<file path="src/rtl/uart_rx_controller.sv">
// uart_rx_controller: UART receive front end with 2-flop synchronizer, mid-bit sampling and break handling.
// Define UART_RX_PARITY_EN for 8E1 framing with parity_err reporting; otherwise 8N1 and parity_err is 0.
module uart_rx_controller #(
  parameter int CLKS_PER_BIT = 434
) (
  input  logic       sys_clk,
  input  logic       RST,
  input  logic       rx_in,
  input  logic       enable_serial,
  output logic [7:0] char_out,
  output logic       newChar,
  output logic       frame_err,
  output logic       parity_err
);
  localparam int W = $clog2(CLKS_PER_BIT);
  localparam logic [W-1:0] H_END = W'(CLKS_PER_BIT / 2 - 1);
  localparam logic [W-1:0] B_END = W'(CLKS_PER_BIT - 1);
  typedef enum logic [2:0] {
    IDLE,
    START,
    DATA,
`ifdef UART_RX_PARITY_EN
    PARITY,
`endif
    STOP,
    BRK
  } state_t;
  state_t state, state_n;
  logic [1:0] sync;
  logic rxs;
  logic [W-1:0] cnt, cnt_n;
  logic [2:0] idx, idx_n;
  logic [7:0] shift, shift_n, char_n;
  logic new_n, ferr_n, perr_n;
  assign rxs = sync[1];
`ifdef UART_RX_PARITY_EN
  logic bad, bad_n;
  always_ff @(posedge sys_clk or posedge RST)
    if (RST) bad <= 1'b0;
    else bad <= bad_n;
`else
  logic bad;
  assign bad = 1'b0;
`endif
  always_ff @(posedge sys_clk or posedge RST)
    if (RST) sync <= 2'b11;
    else sync <= {sync[0], rx_in};
  always_ff @(posedge sys_clk or posedge RST)
    if (RST) begin
      state      <= IDLE;
      cnt        <= '0;
      idx        <= '0;
      shift      <= '0;
      char_out   <= '0;
      newChar    <= 1'b0;
      frame_err  <= 1'b0;
      parity_err <= 1'b0;
    end else begin
      state      <= state_n;
      cnt        <= cnt_n;
      idx        <= idx_n;
      shift      <= shift_n;
      char_out   <= char_n;
      newChar    <= new_n;
      frame_err  <= ferr_n;
      parity_err <= perr_n;
    end
  always_comb begin
    state_n = state;
    cnt_n   = cnt + 1'b1;
    idx_n   = idx;
    shift_n = shift;
    char_n  = char_out;
    new_n   = 1'b0;
    ferr_n  = 1'b0;
    perr_n  = 1'b0;
`ifdef UART_RX_PARITY_EN
    bad_n   = bad;
`endif
    case (state)
      IDLE: begin
        cnt_n = '0;
        if (!rxs) state_n = START;
      end
      START:
        if (cnt == H_END) begin
          cnt_n   = '0;
          idx_n   = '0;
          state_n = rxs ? IDLE : DATA;
        end
      DATA:
        if (cnt == B_END) begin
          cnt_n        = '0;
          shift_n[idx] = rxs;
          idx_n        = idx + 1'b1;
          if (&idx) begin
`ifdef UART_RX_PARITY_EN
            state_n = PARITY;
`else
            state_n = STOP;
`endif
          end
        end
`ifdef UART_RX_PARITY_EN
      PARITY:
        if (cnt == B_END) begin
          cnt_n   = '0;
          bad_n   = rxs != ^shift;
          state_n = STOP;
        end
`endif
      STOP:
        if (cnt == B_END) begin
          // a low stop bit outranks parity and leaves us waiting for the line to recover
          cnt_n   = '0;
          state_n = rxs ? IDLE : BRK;
          ferr_n  = !rxs;
          perr_n  = rxs && bad;
          new_n   = rxs && !bad && enable_serial;
          char_n  = new_n ? shift : char_out;
        end
      BRK: begin
        cnt_n = '0;
        if (rxs) state_n = IDLE;
      end
      default: state_n = IDLE;
    endcase
  end
endmodule

</file>
<file path="config.mk">
export PLATFORM = sky130hd
export DESIGN_NAME = uart_rx_controller
export DESIGN_NICKNAME = d
export VERILOG_FILES = /design/src/rtl/uart_rx_controller.sv
export SDC_FILE = /design/constraint.sdc
export NUM_CORES = 1
export LEC_CHECK = 0
export ABC_AREA = 1
export CAP_MARGIN = 20
export CORE_ASPECT_RATIO = 2
export CORE_MARGIN = 3
export CORE_UTILIZATION = 33
export CTS_BUF_LIST = sky130_fd_sc_hd__clkbuf_4 sky130_fd_sc_hd__clkbuf_8
export DETAILED_ROUTE_END_ITERATION = 7
export RECOVER_POWER = 25
export SYNTH_ARGS = -nofsm -noshare
export SYNTH_HDL_FRONTEND = slang
export SYNTH_SLANG_ARGS = --single-unit
</file>
<file path="constraint.sdc">
create_clock -name sys_clk -period 1.7 [get_ports sys_clk]
set_input_delay 0.51 -clock sys_clk [delete_from_list [all_inputs] [get_ports sys_clk]]
set_output_delay 0.51 -clock sys_clk [all_outputs]
set_load 0.03 [all_outputs]
</file>
# [Word-level counts from Yosys, hierarchy flattened]
# Cells that the tools add are included.
[word_totals] reg_bits=35 inputBits=4 out_inout_bits=11 elab_cells=58
[classes] n_addsub=2 n_lt_le_gt_ge=2 n_eq_ne=12 mux=22 reduce_logical=12
[ops] op="$mux W3" n=9
[ops] op="$pmux W9 S3" n=1
[ops] op="$mux W9" n=2
[ops] op="$pmux W3 S5" n=1
[ops] op="$ne A2 B2 Y1 const B" n=6
[ops] op="$add A9 B1 Y9 const B" n=1
[ops] op="$eq A9 B8 Y1 const B" n=1
[ops] op="$eq A9 B9 Y1 const B" n=1
[ops] op="$reduce_and A3 Y1" n=3
[ops] op="$bwmux W8" n=1
[ops] op="$eq A3 B2 Y1 const B" n=2
[ops] op="$pmux W3 S2" n=1
[ops] op="$reduce_and A6 Y1" n=1
[ops] op="$mux W1" n=5
[ops] op="$lt A3 B4 Y1 const B" n=1
[ops] op="$reduce_or A2 Y1" n=2
[ops] op="$add A3 B1 Y3 const B" n=1
[ops] op="$demux W1 S3" n=1
[ops] op="$eq A3 B1 Y1 const B" n=1
[ops] op="$eq A3 B3 Y1 const B" n=1
[ops] op="$ge A3 B1 Y1 const B" n=1
[ops] op="$logic_not A3 Y1" n=1
[ops] op="$logic_and A1 B1 Y1" n=2
[ops] op="$mux W2" n=1
[ops] op="3 further kinds" n=3

# [Logic depth before layout (Yosys ltp)]
# Gate-level depths: netlist of run 1.
[logic_depth] word_depth=5 mapped_depth=11 mapped_depth_nobuf=11

# [Least setup slack after synthesis of run 1]
# Ideal clock, no wire load.
[synth_timing] kind="reg-to-reg" start="register cnt[1]" end="register shift[1]" setup_ns=0.132 arrival_time_ns=1.268 t_required_ns=1.568 slack_ns=0.300 stages_incl_launch_ff=11 n_path_buf=1 synth_period_minus_slack_ns=1.400 path_cell_list="dfrtp_1 inv_1 ha_1 nand2_1 nor2_4 nand2_4 nor2_4 buf_6 nand3_1 nand2_1 o21ai_1"
[synth_via] elab_chain_cells=2
[synth_lines] element="from (decl)" line_no="31" source="logic [W-1:0] cnt, cnt_n;"
[synth_lines] element="from (signal assigned)" line_no="60" source="cnt <= cnt_n;"
[synth_lines] element="$eq A9 B9 Y1" line_no="92" source="if (cnt == B_END) begin"
[synth_lines] element="$reduce_and A2 Y1 (no line)"
[synth_lines] element="to (signal assigned)" line_no="62" source="shift <= shift_n;"
[synth_lines] element="to (decl)" line_no="33" source="logic [7:0] shift, shift_n, char_n;"
# No other way between the ends.
# A chain may end at the register's enable or synchronous reset.

# [Worst setup path after layout of run 1]
[layout_timing] start="register cnt[1]" end="register cnt[1]"
[layout_via] elab_chain_cells=3 word_cells_on_any_way=6 classes_between="add/sub (1); eq/ne (2); mux (3)"
[layout_lines] element="$add A9 B1 Y9, or another cell as far along" line_no="70" source="cnt_n = cnt + 1'b1;"
[layout_lines] element="$mux W9 (on tied branches)" line_no="92, 113, 86"
[layout_lines] element="$pmux W9 S3 *" line_no="80" source="case (state)"
[layout_lines] element="named net cnt_n[1]" line_no="31"
# The timed path passes the listed nets; every way through them passes the cells marked *.

==> impl_metrics.json, run 1 <==
{
  "status": "finished, final reports clean",
  "drv_cap": 0,
  "clockBufferDepth": 2,
  "numPortBuffers": 13,
  "placed_area_um2": 1950,
  "timing.reg2reg.worst_path_depth": 8,
  "min_delay_path_depth": 0,
  "power-per-cell-area_nw_per_um2": 851,
  "synth_most_common_cell": "nand2_1",
  "clock_power_share_pct": 50.8,
  "netlist.top_cell.by_area": "dfrtp_1",
  "timing_worst_slew_pin_value_ns": 0.855,
  "leading_register_cell_type_out_of_synthesis": "dfrtp_1",
  "synth_commonest_cells": "75 x nand2_1, 33 x dfrtp_1, 24 x inv_1, 23 x nand3_1, 17 x nor2_1",
  "grt_start_max_net_pins": 36,
  "synth.cell_area_um2": 1740,
  "final_max_slew_viol_count": 0,
  "antenna_cells": 0,
  "timing.critical_path.slowest_cell_delay_ns": 0.40,
  "cts-buffers-inserted": 5,
  "clock_latency_ns": 0.28,
  "holdCritPathClass": "register to register",
  "critical_path.endpoint_type": "register",
  "rsz0062_at_grt": "true",
  "finalClockSkew_ns": 0.00339,
  "worst_slack_ns": 0.0866,
  "cell_internal_pwr_w": 0.00145,
  "worst_path_most_repeated_cell": "nand2_1",
  "synth.yosys.seq_area_share_pct": 50.5,
  "netSwitchingPower_w": 0.000323,
  "achievable-frequency_mhz": 620,
  "core_region_area_um2": 5000,
  "drt-total-wl_um": 3430,
  "vdd_ir_drop_max_mv": 0.533,
  "final_weighted_congestion_of_routability_driven_global_placement": 0.756,
  "totalNegativeSetupSlack_ns": 0,
  "tritoncts": "yes",
  "final_cell_area_um2": 2080,
  "ios": 15,
  "global_route_usage_over_all_layers_pct": 12.4,
  "grt-ovfl-total": 0,
  "route.detailed.vias_per_inst": 4.57,
  "detailedPlace.worstSlack_ns": -0.0837,
  "fraction_of_layout_cells_with_a_size_suffix_above_1_pct": 11.6,
  "numClockSinks": 35,
  "power_frac_comb_pct": 1.9,
  "yosysTopAreaCellShare_pct": 47.5,
  "hold_slack_final_ns": 0.357,
  "overall_die_area_um2": 6230,
  "worst_setup_hold_path_clk_slew_ns": 0.07,
  "fillerInstances": 517,
  "dr.first_iter.drc_count": 29,
  "finalCriticalPeriod_ns": 1.61,
  "wl_per_cell_um": 11.5,
  "slew_headroom_pct": 43.0,
  "worstPathRequired_ns": 1.87,
  "hpwlAfterDp_um": 2560,
  "area.growth.synth_to_final_pct": 19.7,
  "initial_utilization_pct": 34.8,
  "crit_path_start_kind": "register",
  "number_of_antenna_violations_at_the_first_check_in_global_routing": 0,
  "p_sw_share_pct": 18.2,
  "hold_viol": 0,
  "syn_nets": 227,
  "finalSetupViolCount": 0,
  "route.detailed.drc": 0,
  "worstPathCellList": "inv_1 > ha_1 > nand2_1 > nor2_4 > nand2_4 > nand2_1 > nand3_2 > and2_1",
  "netlist_instances": 218,
  "yosysWarnings": 0,
  "first_global_vias": 1370,
  "critical_path_peak_fanout": 7,
  "vias": 1362,
  "ctsRootBufferMaster": "clkbuf_8",
  "setup.worst_path.class": "register to register",
  "synth_enable_flop_cells": 0,
  "htree_levels": 2,
  "timing.critical_path.slowest_stage_cell": "dfrtp_1",
  "share_of_power_burned_in_registers_pct": 47.4,
  "worst_ep_arrival_time_ns": 1.79,
  "rows": 36,
  "final.period_utilization_pct": 94.9,
  "grt_first_pass_wirelength_um": 5950,
  "async_reset_ff_share_pct": 100,
  "ff2ff_setup_slack_ns": 0.09,
  "die_w_um": 57.3,
  "detail_route.first_pass.iterations": 4,
  "static-leakage-power_nw": 1.13,
  "synth_seq_cells": 35,
  "layout.nets": 249,
  "buffer_and_inverter_count_on_the_worst_path": 1,
  "netlist_cell_types": 26,
  "synth.top_cells.by_area": "dfrtp_1 48%, nand2_1 16%, nand3_1 6.6%",
  "syn-mean-instance-area_um2": 7.97,
  "cp_num_cells": 8,
  "worst_path_dominant_cell_family": "simple AND/OR/NAND/NOR gates",
  "die_y_um": 109,
  "ant_nets": 0
}
## power groups by stage
stage | Clock (W) | Combinational (W) | Sequential [W]
after floorplan | 0 | 0.0000222 | 0.000854
after global placement | 0 | 0.0000407 | 0.000854
after detailed placement | 0 | 0.0000408 | 0.000854
after CTS | 0.000922 | 0.0000409 | 0.000838
after global routing | 0.000960 | 0.0000395 | 0.000838
final | 0.000898 | 0.0000333 | 0.000838
## layout make-up
type / instances / area (um2) / area share, %
multi-input combinational: 151 / 733 / 35.2
timing repair buffer: 18 / 153 / 7.34
inverter: 29 / 109 / 5.23
clock inverter: 2 / 60.1 / 2.89
clock buffer: 6 / 76.3 / 3.67
tap: 57 / 71.3 / 3.43
sequential: 35 / 878 / 42.2
## cell usage in the layout (no fill, tap or decap), drive strengths merged
master | synthesis | routed
bufinv | 0 | 2
and2 | 2 | 2
nand4 | 2 | 2
clkbuf | 1 | 7
nand3b | 1 | 1
nor3 | 2 | 2
o21ai | 11 | 11
dfrtp | 33 | 33
o21bai | 1 | 1
nor2 | 20 | 21
nand2 | 76 | 76
inv | 29 | 29
dfstp | 2 | 2
ha | 5 | 5
clkdlybuf4s50 | 0 | 1
xor2 | 1 | 1
conb | 1 | 1
a31oi | 2 | 2
a21oi | 1 | 1
nand3 | 25 | 25
dlygate4sd2 | 0 | 10
buf | 3 | 4
dlygate4sd3 | 0 | 2
## worst paths after layout
path / start / to
max in group asynchronous: RST / newChar
max reg2reg: cnt[1] / cnt[1]
min reg2reg: sync[0] / sync[1]
max: cnt[1] / cnt[1]
min in group asynchronous: RST / cnt[0]
min: sync[0] / sync[1]
## routing by layer
| metal | GRT usage, % | up-vias | share of wire, % |
|---|---|---|---|
| met2 | 23.1 | 13 | 57 |
| met1 | 12.4 | 620 | 38 |
| li1 | - | 725 | - |
| met5 | 0 | - | 0 |
| met3 | 2.73 | 4 | 2.3 |
| met4 | 6.63 | 0 | 1.7 |
## state kept, by name, indices dropped and copies added (netlist names)
name	flops
sync	2
state	3
frame_err	1
shift	8
idx	3
char_out	8
newChar	1
cnt	9
## repair_timing
| action | in CTS | in global routing |
|---|---|---|
| pin swaps | 0 | 0 |
| gates cloned | 0 | 1 |
| hold endpoints to repair | 0 | 0 |
| buffers inserted | 0 | 1 |
| resized for setup | 10 | 1 |
| hold buffers | 0 | 0 |
| setup endpoints to repair | 10 | 9 |
## logic make-up (layout without fill, tap and decap cells)
kind of cell / Yosys count / in the layout / share of synthesized area, %
compound gates: 15 / 15 / 4.61
xor+xnor: 1 / 1 / 0.504
fa+ha+maj: 5 / 5 / 3.60
buf+inv: 33 / 55 / 7.85
flops: 35 / 35 / 50.5
other cells: 1 / 1 / 0.216
simple gates: 128 / 129 / 32.7
## worst reg2reg max path, stage by stage, from the launching register on
cell and delay [ns]:
dfrtp_1 0.40, inv_1 0.09, ha_1 0.15, nand2_1 0.09, nor2_4 0.16, nand2_4 0.11
nand2_1 0.13, nand3_2 0.19, and2_1 0.20
## stage by stage
step | std cells | power [W] | utilization, %
2_1_floorplan | 218 | 0.000876 | -
3_5_place_dp | 288 | 0.000895 | 39.1
4_1_cts | 296 | 0.00180 | 41.6
6_report | 298 | 0.00177 | 41.6
3_3_place_gp | 288 | 0.000895 | 39.1
5_1_grt | 298 | 0.00184 | 41.6
No activity file was read; power rests on OpenSTA's default activity.
==> inputs of run 2 (changes only) <==
--- a/config.mk
+++ b/config.mk
@@ -7,7 +7,7 @@
 export LEC_CHECK = 0
 export ABC_AREA = 1
 export CAP_MARGIN = 20
-export CORE_ASPECT_RATIO = 2
+export CORE_ASPECT_RATIO = 0.5
 export CORE_MARGIN = 3
 export CORE_UTILIZATION = 33
 export CTS_BUF_LIST = sky130_fd_sc_hd__clkbuf_4 sky130_fd_sc_hd__clkbuf_8
==> impl_metrics.json, run 2 (synthesis results as in run 1) <==
{
  "min_delay_path_depth": 0,
  "ios": 15,
  "static-leakage-power_nw": 1.13,
  "initial_utilization_pct": 36.8,
  "critical_path.endpoint_type": "register",
  "worst_path_most_repeated_cell": "nand2_1",
  "global_route_usage_over_all_layers_pct": 12.3,
  "critical_path_peak_fanout": 7,
  "r2r_end": "shift[5]",
  "route.detailed.vias_per_inst": 4.64,
  "hpwlAfterDp_um": 2580,
  "timing.critical_path.slowest_cell_delay_ns": 0.40,
  "share_of_power_burned_in_registers_pct": 50.9,
  "layout_commonest_cell": "nand2_1",
  "final_max_slew_viol_count": 0,
  "dr.first_iter.drc_count": 63,
  "rows": 17,
  "slew_headroom_pct": 59.2,
  "hold_start": "sync[0]",
  "numPortBuffers": 13,
  "hold_bufs_at_cts": 0,
  "final.period_utilization_pct": 97.1,
  "hold_viol": 0,
  "timing_worst_slew_pin_value_ns": 0.613,
  "worstPathCellList": "inv_1 > ha_1 > nand2_1 > nor2_4 > nand2_4 > nor2_2 > nand3_1 > nand2_1 > o21ai_1",
  "grt_first_pass_wirelength_um": 5920,
  "cts-buffers-inserted": 5,
  "vdd_ir_drop_max_mv": 0.430,
  "layout_top_registers": "cnt (9), char_out (8), shift (8)",
  "layout.nets": 250,
  "clock_power_share_pct": 47.0,
  "finalClockSkew_ns": 0.00683,
  "fraction_of_layout_cells_with_a_size_suffix_above_1_pct": 12.0,
  "crit_path_start_kind": "register",
  "grt-ovfl-total": 0,
  "worst_setup_hold_path_clk_slew_ns": 0.07,
  "worst_ep_arrival_time_ns": 1.82,
  "p_sw_share_pct": 19.9,
  "achievable-frequency_mhz": 606,
  "drt-total-wl_um": 3620,
  "clockBufferDepth": 2,
  "top_library_cells_by_usage_in_the_layout_fill_and_taps_aside": "75 x nand2_1, 33 x dfrtp_1, 24 x inv_1",
  "fillerInstances": 483,
  "utilization_pct": 44.2,
  "number_of_flip_flops_in_the_largest_register": 9,
  "numClockSinks": 35,
  "cell_internal_pwr_w": 0.00132,
  "die_y_um": 57.3,
  "regMostFlops": "cnt",
  "holdCritPathClass": "register to register",
  "final_weighted_congestion_of_routability_driven_global_placement": 0.829,
  "power-per-cell-area_nw_per_um2": 789,
  "totalNegativeSetupSlack_ns": 0,
  "antenna_cells": 0,
  "tritoncts": "yes",
  "vias": 1430,
  "htree_levels": 2,
  "hold-path-endpoint": "sync[1]",
  "route.detailed.drc": 0,
  "status": "finished, final reports clean",
  "number_of_antenna_violations_at_the_first_check_in_global_routing": 0,
  "core_region_area_um2": 4720,
  "area.growth.synth_to_final_pct": 20.2,
  "wl_per_cell_um": 11.7,
  "die_w_um": 109,
  "setup.worst_path.class": "register to register",
  "drv_cap": 0,
  "worstPathRequired_ns": 1.87,
  "ctsRootBufferMaster": "clkbuf_8",
  "ant_nets": 0,
  "power_frac_comb_pct": 2.1,
  "final_cell_area_um2": 2090,
  "grt_start_max_net_pins": 27,
  "first_global_vias": 1291,
  "total_power_w": 0.00165,
  "timing.critical_path.slowest_stage_cell": "dfrtp_1",
  "overall_die_area_um2": 6230,
  "finalCriticalPeriod_ns": 1.65,
  "finalSetupViolCount": 0,
  "detail_route.first_pass.iterations": 4,
  "ff2ff_setup_slack_ns": 0.05,
  "crit-reg2reg-launch": "cnt[1]",
  "rsz0062_at_grt": "true",
  "clock_latency_ns": 0.29,
  "placed_area_um2": 1970,
  "timing.reg2reg.worst_path_depth": 9,
  "netSwitchingPower_w": 0.000327
}
run 2: changes by cell type in the layout (fill, tap and decap cells not counted):
cell | before | now
clkinv_2 | 0 | 1
bufinv_16 | 2 | 1
nand3_2 | 2 | 1
buf_4 | 4 | 5
nand3_4 | 0 | 1
clkbuf_8 | 5 | 6
clkbuf_4 | 1 | 0
run 2: layer usage:
layer,wire [um],vias to the layer above,track usage [%]
met5,0,-,0
met4,57,0,5.40
met3,130,4,3.95
met2,1590,28,17.9
met1,1840,671,16.8
li1,-,727,-
run 2: area by class of cell:
| class | count | area [um2] | area share, % |
|---|---|---|---|
| well taps | 66 | 82.6 | 3.95 |
| clock inverters | 2 | 35.0 | 1.68 |
| multi-input cells | 151 | 741 | 35.5 |
| clock buffers | 6 | 82.6 | 3.95 |
| repair buffers | 19 | 160 | 7.67 |
| flip-flops and latches | 35 | 878 | 42.1 |
| inverters | 29 | 109 | 5.21 |
run 2: power groups by stage:
stage	Sequential, W	Clock (W)	Combinational (W)
after floorplan	0.000854	0	0.0000222
after detailed placement	0.000855	0	0.0000426
after global placement	0.000855	0	0.0000429
after global routing	0.000839	0.000832	0.0000408
final	0.000839	0.000775	0.0000353
after CTS	0.000839	0.000789	0.0000427
run 2: how the worst max path moves through the flow:
stage / startpoint / to / slack [ns] / cells past startpoint
6_report: cnt[1] / shift[5] / 0.05 / 9
5_1_grt: cnt[1] / idx[2] / -0.06 / 10
4_1_cts: cnt[1] / shift[1] / 0.08 / 9
3_5_place_dp: enable_serial / char_out[3] / -0.07 / 7
3_3_place_gp: enable_serial / char_out[1] / -0.02 / 7
2_1_floorplan: cnt[1] / shift[1] / 0.30 / 10
run 2: timing repair:
item,4_1_cts,5_1_grt
endpoints found under the setup margin,10,17
gates cloned,0,1
buffers inserted,0,2
gates resized for setup,10,2
pin swaps,0,1
run 2: metrics by stage:
stage	worst slack [ns]	hold slack (ns)	cells
global route	-0.0619	0.369	308
floorplan	0.300	0.345	218
detailed placement	-0.0723	0.349	297
finish	0.0499	0.357	308
global placement	-0.0240	0.347	297
CTS	0.0823	0.360	305
run 2: critical path: cells and delay by family, from the launching register on:
| kind | cells | cell delay (ns) |
|---|---|---|
| AO/OA/AOI/OAI | 1 | 0.07 |
| adder cells (fa/ha/maj) | 1 | 0.15 |
| buffers and inverters | 1 | 0.10 |
| flip-flops | 1 | 0.40 |
| AND/OR/NAND/NOR | 6 | 0.81 |
